`src/rtl/fifo_sync_param.sv`:
```
// Parametrised single-clock FIFO with write ack, overflow/underflow pulses, occupancy count
// and margin-based almost flags. Define FIFO_FWFT_EN for first-word-fall-through reads.
module fifo_sync_param #(
    parameter int unsigned FIFO_WIDTH = 16,
    parameter int unsigned FIFO_DEPTH = 8,
    parameter int unsigned AF_MARGIN  = 1,
    parameter int unsigned AE_MARGIN  = 1
) (
    input  logic                                clk,
    input  logic                                rst_n,
    input  logic [FIFO_WIDTH-1:0]               data_in,
    input  logic                                wr_en,
    input  logic                                rd_en,
    output logic [FIFO_WIDTH-1:0]               data_out,
    output logic                                wr_ack,
    output logic                                overflow,
    output logic                                underflow,
    output logic                                full,
    output logic                                empty,
    output logic                                almostfull,
    output logic                                almostempty,
    output logic [$clog2(FIFO_DEPTH+1)-1:0]     count
);

    localparam int unsigned CW = $clog2(FIFO_DEPTH + 1);
    localparam int unsigned PW = $clog2(FIFO_DEPTH);

    logic [FIFO_WIDTH-1:0] mem [FIFO_DEPTH];
    logic [PW-1:0]         wr_ptr;
    logic [PW-1:0]         rd_ptr;
    logic                  wr_acc;
    logic                  rd_acc;

    // A write into a full FIFO is still accepted when a read frees a slot on the same edge.
    assign wr_acc = wr_en & (~full | rd_en);
    assign rd_acc = rd_en & ~empty;

    assign full        = (count == CW'(FIFO_DEPTH));
    assign empty       = (count == '0);
    assign almostfull  = (count >= CW'(FIFO_DEPTH - AF_MARGIN)) && !full;
    assign almostempty = !empty && (count <= CW'(AE_MARGIN));

    // Pointers, occupancy and status pulses
    always_ff @(posedge clk) begin
        if (!rst_n) begin
            wr_ptr    <= '0;
            rd_ptr    <= '0;
            count     <= '0;
            wr_ack    <= 1'b0;
            overflow  <= 1'b0;
            underflow <= 1'b0;
        end else begin
            if (wr_acc) begin
                wr_ptr <= (wr_ptr == PW'(FIFO_DEPTH - 1)) ? '0 : wr_ptr + PW'(1);
            end
            if (rd_acc) begin
                rd_ptr <= (rd_ptr == PW'(FIFO_DEPTH - 1)) ? '0 : rd_ptr + PW'(1);
            end
            case ({wr_acc, rd_acc})
                2'b10:   count <= count + CW'(1);
                2'b01:   count <= count - CW'(1);
                default: count <= count;
            endcase
            wr_ack    <= wr_acc;
            overflow  <= wr_en & ~wr_acc;
            underflow <= rd_en & ~rd_acc;
        end
    end

    // Storage is not cleared by reset, but reset still blocks a concurrent write.
    always_ff @(posedge clk) begin
        if (rst_n && wr_acc) begin
            mem[wr_ptr] <= data_in;
        end
    end

`ifdef FIFO_FWFT_EN
    assign data_out = empty ? '0 : mem[rd_ptr];
`else
    logic [FIFO_WIDTH-1:0] data_q;

    always_ff @(posedge clk) begin
        if (!rst_n) begin
            data_q <= '0;
        end else if (rd_acc) begin
            data_q <= mem[rd_ptr];
        end
    end

    assign data_out = data_q;
`endif

    a_count_bound: assert property (@(posedge clk) disable iff (!rst_n)
        count <= CW'(FIFO_DEPTH));

endmodule

```
`config.mk`:
```
export PLATFORM = sky130hd
export DESIGN_NAME = fifo_sync_param
export DESIGN_NICKNAME = d
export VERILOG_FILES = /design/src/rtl/fifo_sync_param.sv
export SDC_FILE = /design/constraint.sdc
export NUM_CORES = 1
export LEC_CHECK = 0
export BUFFER_PORTS_ARGS = -buffer_cell sky130_fd_sc_hd__buf_4
export CAP_MARGIN = 20
export CELL_PAD_IN_SITES_DETAIL_PLACEMENT = 1
export CELL_PAD_IN_SITES_GLOBAL_PLACEMENT = 2
export CORE_MARGIN = 2
export CORE_UTILIZATION = 41
export CTS_BUF_LIST = sky130_fd_sc_hd__clkbuf_4 sky130_fd_sc_hd__clkbuf_8
export CTS_CLUSTER_SIZE = 10
export DETAILED_ROUTE_END_ITERATION = 10
export PLACE_DENSITY = 0.8
export SLEW_MARGIN = 40
export SYNTH_ARGS = -nofsm -noshare
export SYNTH_HDL_FRONTEND = slang
export SYNTH_SLANG_ARGS = --single-unit
```
`constraint.sdc`:
```
create_clock -name clk -period 3.06 [get_ports clk]
set_input_delay 0.612 -clock clk [delete_from_list [all_inputs] [get_ports clk]]
set_output_delay 0.612 -clock clk [all_outputs]
set_load 0.01 [all_outputs]
```
Word-level counts from Yosys, hierarchy flattened
Memory sizes are Yosys's and may differ from the RTL's. A register that Yosys moved wholly into a read port is not among the register bits.
Index checks and enable logic that the tools add are counted.

operators by class
  $add $sub $neg = 4
  order comparisons = 2
  eq/ne operators = 5
  multiplexer cells = 5
  bitwise gates (word level) = 9
  reductions and logical operators = 8

operator list
  kind                 count
  $pmux 4 s2           1
  $add 3x1->3 const B  2
  $eq 3x3->1 const B   2
  $mux 3               2
  $add 4x1->4 const B  1
  $and 1x1->1          4
  $eq 4x4->1 const B   1
  $ge 4x3->1 const B   1
  $le 4x1->1 const B   1
  $logic_not 4->1      1
  $not 1->1            4
  $sub 4x1->4 const B  1
  $logic_and 1x1->1    3
  $logic_not 1->1      3
  $eq 2x1->1 const B   1
  $eq 2x2->1 const B   1
  $mux 1               2
  $reduce_bool 2->1    1
  $or 1x1->1           1

storage, ports and cells
  register bits after elaboration = 13
  bits in writable memories = 128
  bits of input ports = 20
  output and inout port bits = 27
  memories kept = 1

memory list
  memory  depth  bits a word  rd ports  clocked after memory_dff  wr ports  RTL line  source
  mem     8      16           1         1                         1         28        logic [FIFO_WIDTH-1:0] mem [FIFO_DEPTH];

Longest topological paths before layout
Gate-level depths: netlist of the first run.

  depth after elaboration = 7
  gate-level depth with buffers = 10
  depth with buffers taken out = 10

Least setup slack after synthesis of the first run
No wires, ideal clock.

  path type = in2reg
  start = in rd_en
  end = mem mem[0][0], enable pin
  data arrival time = 2550 ps
  path slack = 101 ps
  stages = 4
  cell sequence = clkbuf_1 nor2_1 or3_1 nor3_1

between the ends
  longest elaborated chain between the ends = 5

ends and longest elaborated chain
  element                       RTL line  source
  from (decl)                   13        input logic rd_en,
  $or 1x1->1                    35        assign wr_acc = wr_en & (~full | rd_en);
  $and 1x1->1                   35
  $logic_and 1x1->1             72        if (rst_n && wr_acc) begin
  $mux 1                        72
  $mux 1 (not written as such)  73        mem[wr_ptr] <= data_in;
  to (decl)                     28

Every way passes these cells.

Worst setup path in the final report of the first run
  start = reg count[0]
  end = reg count[3]

between the ends
  longest elaborated chain between the ends = 6
  elaborated cells between the ends (all ways) = 13
  classes of those cells = add/sub: 2; eq/ne: 3; mux: 1; bitwise: 5; reduce/logical: 2

ends and longest elaborated chain
  element                                                 RTL line  source
  from (decl)                                             22        output logic [$clog2(FIFO_DEPTH+1)-1:0] count
  from (signal assigned)                                  60        2'b10: count <= count + CW'(1);
  from (signal assigned)                                  61        2'b01: count <= count - CW'(1);
  from (signal assigned)                                  62        default: count <= count;
  $eq 4x4->1                                              38        assign full = (count == CW'(FIFO_DEPTH));
  $not 1->1                                               35
  $or 1x1->1                                              35
  $and 1x1->1                                             35
  $eq 2x1->1 / $eq 2x2->1 (equally long branches)         59        case ({wr_acc, rd_acc})
  $pmux 4 s2 / $reduce_bool 2->1 (equally long branches)  --

Several ways; a longest one is shown, not always the timed one.
A chain may end at the register's enable or synchronous reset.

==> results of run 1 <==
==> per-layer routing <==
metal	global-route usage, %	routed length, um	share of wire, %	vias to the layer above
met2	28.1	6510	50	67
met4	9.18	489	3.8	0
met1	21.1	5590	43	1719
met5	0	0	0	-
met3	3.71	411	3.2	29
li1	-	-	-	1596
==> synth_stat cells, types with 2 or more instances <==
cell / number / area, um^2
or3_1: 4 / 25.0
dfxtp_1: 29 / 581
nor2_1: 24 / 90.1
inv_1: 6 / 22.5
xnor2_1: 2 / 17.5
o22ai_1: 15 / 93.8
a21oi_1: 4 / 20.0
buf_4: 3 / 22.5
buf_2: 7 / 35.0
and2_1: 3 / 18.8
ha_1: 8 / 100
mux2_2: 30 / 338
clkbuf_1: 7 / 26.3
nand2b_1: 3 / 18.8
a211oi_1: 3 / 22.5
edfxtp_1: 128 / 3840
nor3_1: 3 / 15.0
a22oi_1: 15 / 113
o21ai_0: 2 / 10.0
a22o_1: 15 / 131
mux2i_1: 35 / 350
nor2b_1: 5 / 31.3
nand2_1: 8 / 30.0
nand4b_1: 2 / 17.5
a21boi_0: 5 / 37.5
==> power by group through the flow <==
stage	registers (mW)	logic [mW]	clock network, mW
2_1_floorplan	2.58	0.775	0
3_3_place_gp	2.60	1.11	0
3_5_place_dp	2.61	1.14	0
4_1_cts	2.56	1.14	1.45
5_1_grt	2.58	1.23	1.54
6_report	2.56	1.12	1.41
==> worst max-delay path: cells and delay by family, from the launching register on <==
| kind | cells | cell delay (ns) |
|---|---|---|
| AOI/OAI and AO/OA | 2 | 0.59 |
| and+or+nand+nor | 3 | 0.78 |
| buffers and inverters | 1 | 0.09 |
| DFF | 1 | 0.38 |
| xor gates and xnor gates | 1 | 0.08 |
| adders and majority gates | 2 | 0.55 |
==> cells by family (layout without fill, tap and decap cells) <==
family / after synthesis / count (layout) / synth area share, %
compound gates: 62 / 62 / 7.35
xor+xnor: 3 / 3 / 0.427
fa+ha+maj: 8 / 8 / 1.63
buf+inv: 25 / 101 / 2.16
flops: 157 / 157 / 72.0
mux: 65 / 65 / 11.2
simple gates: 61 / 61 / 5.29
==> cell type report <==
class | instances | share of cell area, %
flip-flops and latches | 157 | 62.0
multi-input cells | 199 | 22.5
repair buffers | 64 | 6.90
clock buffers | 20 | 3.77
well taps | 184 | 3.22
clock inverters | 11 | 1.31
inverters | 6 | 0.315
==> state kept, by name (all words and copies together), names as in the netlist <==
name,flops
count,4
mem,128
wr_ack,1
wr_ptr,3
underflow,1
data_out,16
overflow,1
rd_ptr,3
==> worst paths after layout <==
| check | from | to | slack (ns) | cells after the start |
|---|---|---|---|---|
| worst max-delay path | count[0] | count[3] | 0.50 | 9 |
| worst max register to register | count[0] | count[3] | 0.50 | 9 |
| worst min register to register | data_out[1] | data_out[1] | 0.48 | 1 |
| worst min-delay path | data_in[14] | mem[5][14] | 0.40 | 1 |
==> flow_summary_export.csv, run 1 <==
group,metric,value,unit
outcome,status,"finished clean",
synth,synth.distinct_cells,40,
synth,synthCells,381,
layout,utilization,48.9,%
route,routed_wl,13000,um
place,io_buffers,46,
clock_tree,clk_latency,0.44,ns
synth,ys_seq_area_share,72.0,%
worst_setup_path,cpMostUsedCell,"ha_1",
place,dp.cells,610,
route,wl_per_cell,20.3,um
power,sw_frac_of_total,27.6,%
route,viasPerCell,5.32,
layout,layout.nets,473,
floorplan,die-area,16000,um^2
power,finalPower,5.09,mW
synth,synth_area,6150,um^2
worst_setup_path,cp-start-kind,"flop",
global_routing,grt_pass1_wl,20200,um
timing,maxSlewViolCount,0,
clock_tree,postCtsHoldBufs,0,
layout,drive_above_1_share,29.1,%
timing,fin_setup_tns,0,ns
power,power_density,713,nW/um^2
power,p_clk_share,27.7,%
worst_setup_path,cpMaxStageDelayCell,"or4b_1",
route,drt-initial-drc-count,188,
power,switchingPower,1.41,mW
floorplan,die_h,126,um
synth,syn-num-nets,409,
worst_setup_path,end_kind,"flop",
layout,mostFrequentLayoutCells,"edfxtp_1, buf_4, mux2i_1",
clock_tree,clkSinkCount,157,
clock_tree,clk_transition_reported_paths,0.08,ns
floorplan,initial_core_util,42.1,%
worst_hold_path,worstHoldPathType,"in -> reg",
global_routing,antenna_found_initial,0,
clock_tree,postCtsSetupRepairBufs,0,
timing,rsz0062_at_grt,"no",
worst_setup_path,critPathKind,"reg -> reg",
synth,synth_enable_flop_cells,128,
timing,worst_pin_slew,0.685,ns
global_routing,grt_pass1_vias,3625,
layout,multiInputGateArea,1610,um^2
synth,synthArstFlopShare,0,%
timing,skew,0.00947,ns
synth,synth_ff_type,"edfxtp_1",
clock_tree,numCtsBuffers,17,
layout,seqCellArea,4430,um^2
worst_setup_path,worstPathCellList,"inv_1, ha_1, nand3b_1, o21ai_1, ha_1, or4b_1, a21oi_1, xor2_1, and2_1",
worst_setup_path,crit_path_max_fanout,7,
floorplan,die_w,126,um
route,drc,0,
power,leakagePower,2.50,nW
place,place_congestion,0.744,
floorplan,fp.coreArea,14600,um^2
timing,setup_slack,0.502,ns
timing,setup_viol,0,
route,firstDrtPassIters,4,
floorplan,rows,44,
layout,antenna_cells,0,
layout,fin_cells,641,
clock_tree,cts_resized,0,
layout,stdcell_area,7140,um^2
worst_setup_path,cp_slowest_stage_delay,0.45,ns
route,ant_nets,0,
clock_tree,htree_levels,4,
run,drv_cap,0,
power,ir_drop,0.375,mV
timing,period_minus_slack,2.56,ns
global_routing,grt_max_degree,35,
clock_tree,cts_tree,"done",
place,placed_area,6780,um^2
power,p_comb_share,22.0,%
layout,fillers,1431,
layout,layout.cells.most_common,"edfxtp_1",
global_routing,overflow,0,
clock_tree,cts-root-buf,"clkbuf_8",
timing,post-route-period-util,83.6,%
power,seqPwrFrac,50.3,%
global_routing,grt_usage,17.1,%
synth,synth_seq_cells,157,
worst_setup_path,crit_required,3.40,ns
floorplan,io_pins,47,
layout,area_growth,16.1,%
timing,finalHoldViolations,0,
clock_tree,clockBufferDepth,2,
synth,synth_area_per_cell,16.1,um^2
synth,yosys_warnings,0,
timing,hold-worst-slack,0.402,ns
timing,fmax,0.391,GHz
timing,slew_headroom,54.3,%
place,place_ws,0.495,ns
worst_setup_path,arrival,2.89,ns
route,vias,3411,
power,internal_power,3.68,mW
place,dpl.hpwl,8090,um
Power figures use the tool's default switching activity.
==> run 2: changes to the inputs <==
PLACE_DENSITY = 0.77   (was 0.8)
clock period = 2.4 ns   (was 3.06 ns; I/O delays follow)
==> run 2 against run 1 <==
Compared with the run above: combinational power is 39% higher; critical endpoint unchanged; first-iteration DRC count is 11% lower; worst hold slack worse by 0.14 ns; register-to-register slack worse by 0.35 ns; clock skew hardly changed; largest power group unchanged; global-route usage is 0.14 points higher; die area stayed put; sequential share of layout area is 0.86 points lower.
==> flow_summary_export.csv, run 2 (synthesis results as in run 1) <==
group,metric,value,unit
clock_tree,cts-root-buf,"clkbuf_8",
layout,mostFrequentLayoutCells,"edfxtp_1, buf_4, mux2i_1",
route,drt-initial-drc-count,167,
global_routing,grt_usage,17.2,%
route,viasPerCell,5.34,
global_routing,antenna_found_initial,0,
layout,fin_cells,646,
timing,post-route-period-util,93.6,%
timing,setup_slack,0.153,ns
global_routing,grt_pass1_vias,3737,
route,firstDrtPassIters,4,
power,leakagePower,2.53,nW
timing,hold-worst-slack,0.266,ns
layout,largest_reg_flops,128,
worst_setup_path,end_kind,"flop",
timing,maxSlewViolCount,0,
worst_setup_path,critPathKind,"reg -> reg",
global_routing,grt_max_degree,40,
route,routed_wl,13000,um
layout,area_growth,17.8,%
worst_setup_path,cp_top_family,"simple AND/OR/NAND/NOR gates",
clock_tree,clk_transition_reported_paths,0.08,ns
power,sw_frac_of_total,26.8,%
place,io_buffers,46,
layout,layout.nets,477,
power,ir_drop,0.490,mV
clock_tree,postCtsHoldBufs,0,
power,internal_power,4.85,mW
layout,utilization,49.7,%
floorplan,fp.coreArea,14600,um^2
power,power_density,916,nW/um^2
worst_hold_path,worstHoldPathType,"in -> reg",
layout,layout.cells.most_common,"edfxtp_1",
route,vias,3448,
place,dpl.hpwl,8140,um
layout,largest-register,"mem",
clock_tree,htree_levels,4,
place,place_ws,0.0684,ns
worst_setup_path,crit_path_max_fanout,7,
worst_setup_path,arrival,2.59,ns
timing,fmax,0.445,GHz
timing,skew,0.00938,ns
floorplan,die_h,126,um
power,seqPwrFrac,48.6,%
route,wl_per_cell,20.1,um
layout,drive_above_1_share,29.7,%
timing,worst_pin_slew,0.527,ns
timing,slew_headroom,64.8,%
place,place_congestion,0.750,
clock_tree,clk_latency,0.45,ns
worst_setup_path,crit_required,2.74,ns
timing,finalHoldViolations,0,
floorplan,io_pins,47,
global_routing,overflow,0,
floorplan,rows,44,
route,drc,0,
power,switchingPower,1.78,mW
worst_setup_path,worstPathCellList,"inv_2, ha_4, or3b_4, nand2_4, inv_1, ha_1, or4b_1, a21oi_1, xor2_1, and2_1",
floorplan,die-area,16000,um^2
power,p_comb_share,23.4,%
clock_tree,postCtsSetupRepairBufs,0,
worst_setup_path,cp_slowest_stage_delay,0.45,ns
floorplan,die_w,126,um
timing,fin_setup_tns,0,ns
clock_tree,cts_tree,"done",
place,dp.cells,614,
worst_setup_path,path_buf_inv,2,
layout,antenna_cells,0,
route,ant_nets,0,
worst_setup_path,cp-start-kind,"flop",
worst_setup_path,cpMaxStageDelayCell,"dfxtp_1",
outcome,status,"finished clean",
clock_tree,numCtsBuffers,17,
global_routing,grt_pass1_wl,20500,um
clock_tree,clkSinkCount,157,
run,drv_cap,0,
floorplan,initial_core_util,42.1,%
clock_tree,clockBufferDepth,2,
timing,period_minus_slack,2.25,ns
timing,setup_viol,0,
power,p_clk_share,27.9,%
-- run 2: metrics by stage --
step / total power, mW / area [um^2]
floorplan: 4.28 / 6160
global placement: 4.77 / 6860
detailed placement: 4.83 / 6860
CTS: 6.69 / 7230
global route: 6.96 / 7250
finish: 6.63 / 7250
-- run 2: final timing paths --
| kind | start | end | slack [ns] | cells after the start |
|---|---|---|---|---|
| setup / recovery | count[1] | count[3] | 0.15 | 10 |
| hold / removal | data_in[3] | mem[0][3] | 0.27 | 1 |
| setup reg to reg | count[1] | count[3] | 0.15 | 10 |
| hold reg to reg | data_out[5] | data_out[5] | 0.48 | 1 |
-- run 2: layout make-up --
cell class	instances	area, um^2
fill	1407	7340
sequential	157	4430
multi-input combinational	199	1620
timing repair buffer	68	573
clock buffer	23	279
tap	184	230
clock inverter	9	96.3
inverter	6	22.5
-- run 2: power by group through the flow --
| stage | Combinational, mW | Clock [mW] | Sequential [mW] |
|---|---|---|---|
| CTS | 1.55 | 1.91 | 3.23 |
| finish | 1.56 | 1.85 | 3.22 |
| floorplan | 0.989 | 0 | 3.29 |
| detailed placement | 1.54 | 0 | 3.29 |
| global route | 1.70 | 2.01 | 3.25 |
| global placement | 1.50 | 0 | 3.27 |
-- run 2: routing by layer --
layer | routed length [um] | track usage [%] | share of wire, %
met5 | 0 | 0 | 0
met1 | 5520 | 21.0 | 43
met4 | 207 | 7.76 | 1.6
met3 | 507 | 4.05 | 3.9
met2 | 6720 | 29.1 | 52
-- run 2: repair_timing --
| item | 4_1_cts | 5_1_grt |
|---|---|---|
| endpoints found under the setup margin | 0 | 3 |
| resized for setup | 0 | 3 |
| endpoints found under the hold margin | 0 | 0 |
-- run 2: worst reg2reg max path, stage by stage, from the launching register on --
cell     delay, ns
dfxtp_1       0.45
inv_2         0.09
ha_4          0.18
or3b_4        0.27
nand2_4       0.08
inv_1         0.06
ha_1          0.15
or4b_1        0.43
a21oi_1       0.18
xor2_1        0.08
and2_1        0.16
==> run 3: changes to the inputs <==
CORE_UTILIZATION = 46   (was 41)
PLACE_DENSITY = 0.85   (was 0.77)
==> run 3 against run 2 <==
Compared with the run above: critical endpoint unchanged; fmax is 1.2% lower; utilization is 5.8 points higher; sequential share of layout area is 0.37 points lower; sequential cell count stayed put; sequential power hardly changed; register-to-register slack worse by 0.03 ns; first-iteration DRC count is 80% higher; final cell count is 0.77% lower; worst setup slack worse by 0.027 ns; critical path depth stayed put; power is 3.2% higher; via count is 2.7% higher.
==> flow_summary_export.csv, run 3 (synthesis results as in run 1) <==
group,metric,value,unit
timing,worst_pin_slew,0.595,ns
worst_hold_path,worstHoldPathType,"in -> reg",
worst_setup_path,reg2reg_from,"count[1]",
layout,multiInputGateArea,1620,um^2
timing,fmax,0.440,GHz
power,ir_drop,0.562,mV
timing,skew,0.0131,ns
layout,mostFrequentLayoutCells,"edfxtp_1, buf_4, mux2i_1",
worst_setup_path,critPathKind,"reg -> reg",
clock_tree,clk_latency,0.46,ns
layout,area_growth,18.5,%
worst_setup_path,r2r_slack,0.13,ns
layout,largest-register,"mem",
global_routing,grt_pass1_wl,20600,um
worst_setup_path,cp-start-kind,"flop",
floorplan,initial_core_util,46.8,%
worst_setup_path,arrival,2.63,ns
clock_tree,clkSinkCount,157,
timing,fin_setup_tns,0,ns
global_routing,grt_max_degree,25,
route,routed_wl,13300,um
layout,seqCellArea,4430,um^2
clock_tree,postCtsHoldBufs,0,
clock_tree,cts_tree,"done",
worst_setup_path,startpoint,"count[1]",
global_routing,grtUsageMet1,23.7,%
timing,slew_headroom,60.2,%
timing,maxSlewViolCount,0,
worst_setup_path,crit_required,2.75,ns
global_routing,top_usage_layer,"met2",
timing,post-route-period-util,94.8,%
global_routing,use_met2,34.0,%
timing,period_minus_slack,2.27,ns
route,ant_nets,0,
floorplan,fp.coreArea,13100,um^2
layout,layout.cells.most_common,"edfxtp_1",
floorplan,die_h,120,um
run,drv_cap,0,
floorplan,rows,42,
worst_setup_path,crit_path_max_fanout,7,
floorplan,die_w,120,um
power,leakagePower,2.57,nW
route,drc,0,
clock_tree,cts-root-buf,"clkbuf_8",
place,place_congestion,0.769,
global_routing,antenna_found_initial,0,
global_routing,grt_pass1_vias,3836,
layout,layout.nets,481,
timing,setup_slack,0.125,ns
route,drt-initial-drc-count,301,
layout,largest_reg_flops,128,
floorplan,die-area,14300,um^2
worst_setup_path,rr_worst_depth,10,
route,viasPerCell,5.52,
global_routing,overflow,0,
route,wl_per_cell,20.8,um
floorplan,io_pins,47,
clock_tree,clockBufferDepth,2,
outcome,status,"finished clean",
route,firstDrtPassIters,4,
layout,drive_above_1_share,31.2,%
place,place_ws,-0.0410,ns
timing,setup_viol,0,
route,vias,3541,
worst_hold_path,hold_start,"data_in[5]",
worst_hold_path,min_path_cells,1,
clock_tree,numCtsBuffers,17,
place,io_buffers,46,
clock_tree,htree_levels,4,
timing,finalHoldViolations,0,
layout,antenna_cells,0,
global_routing,met3_usage,4.42,%
power,finalPower,6.85,mW
layout,fillers,1272,
power,power_density,940,nW/um^2
place,dpl.hpwl,8550,um
global_routing,grt_usage,19.6,%
worst_setup_path,end_kind,"flop",
clock_tree,clk_transition_reported_paths,0.09,ns
[run 3: changes by cell type in the layout (fill, tap and decap cells not counted), sizes merged]
cell / before / now
clkbuf: 23 / 24
buf: 68 / 72
clkinvlp: 2 / 1
clkinv: 5 / 3
bufinv: 2 / 3
[run 3: worst paths after layout]
| kind | to |
|---|---|
| hold reg to reg | data_out[0] |
| hold / removal | mem[6][5] |
| setup reg to reg | count[3] |
| setup / recovery | count[3] |
[run 3: critical path, cell delays in order, from the launching register on]
cell	delay, ns
dfxtp_2	0.38
inv_1	0.08
ha_2	0.20
or3b_4	0.28
nand2_4	0.08
inv_1	0.10
ha_4	0.16
or4b_1	0.49
a21oi_2	0.18
xor2_1	0.07
and2_1	0.15
[run 3: layout make-up]
| cell class | count | area share, % |
|---|---|---|
| Clock inverter | 7 | 1.55 |
| Multi-Input combinational cell | 199 | 22.3 |
| Clock buffer | 24 | 4.19 |
| Inverter | 6 | 0.309 |
| Tap cell | 176 | 3.02 |
| Timing Repair Buffer | 72 | 7.93 |
| Sequential cell | 157 | 60.7 |
[run 3: stage by stage]
step / cell area [um^2] / hold WS (ns) / cells / util [%]
finish: 7290 / 0.254 / 641 / 55.5
global route: 7290 / 0.241 / 641 / 55.5
CTS: 7270 / 0.232 / 641 / 55.3
detailed placement: 6850 / 0.471 / 610 / 52.1
global placement: 6850 / 0.462 / 610 / 52.1
floorplan: 6160 / 0.478 / 381 / -
[run 3: metal layers]
metal | part of all wire [%] | up-vias
met5 | 0 | -
met2 | 52 | 66
li1 | - | 1619
met1 | 42 | 1831
met4 | 2.0 | 0
met3 | 3.5 | 25
[run 3: repair_timing]
action | in CTS | in global routing
gates resized for setup | 1 | 4
buffers inserted | 0 | 0
setup endpoints to repair | 1 | 2
[run 3: where the power goes]
group	switching [mW]	internal, mW	leakage (nW)
clock network	0.921	1.15	0.216
registers	0.140	3.09	1.39
logic	0.761	0.785	0.960
total	1.82	5.03	2.57
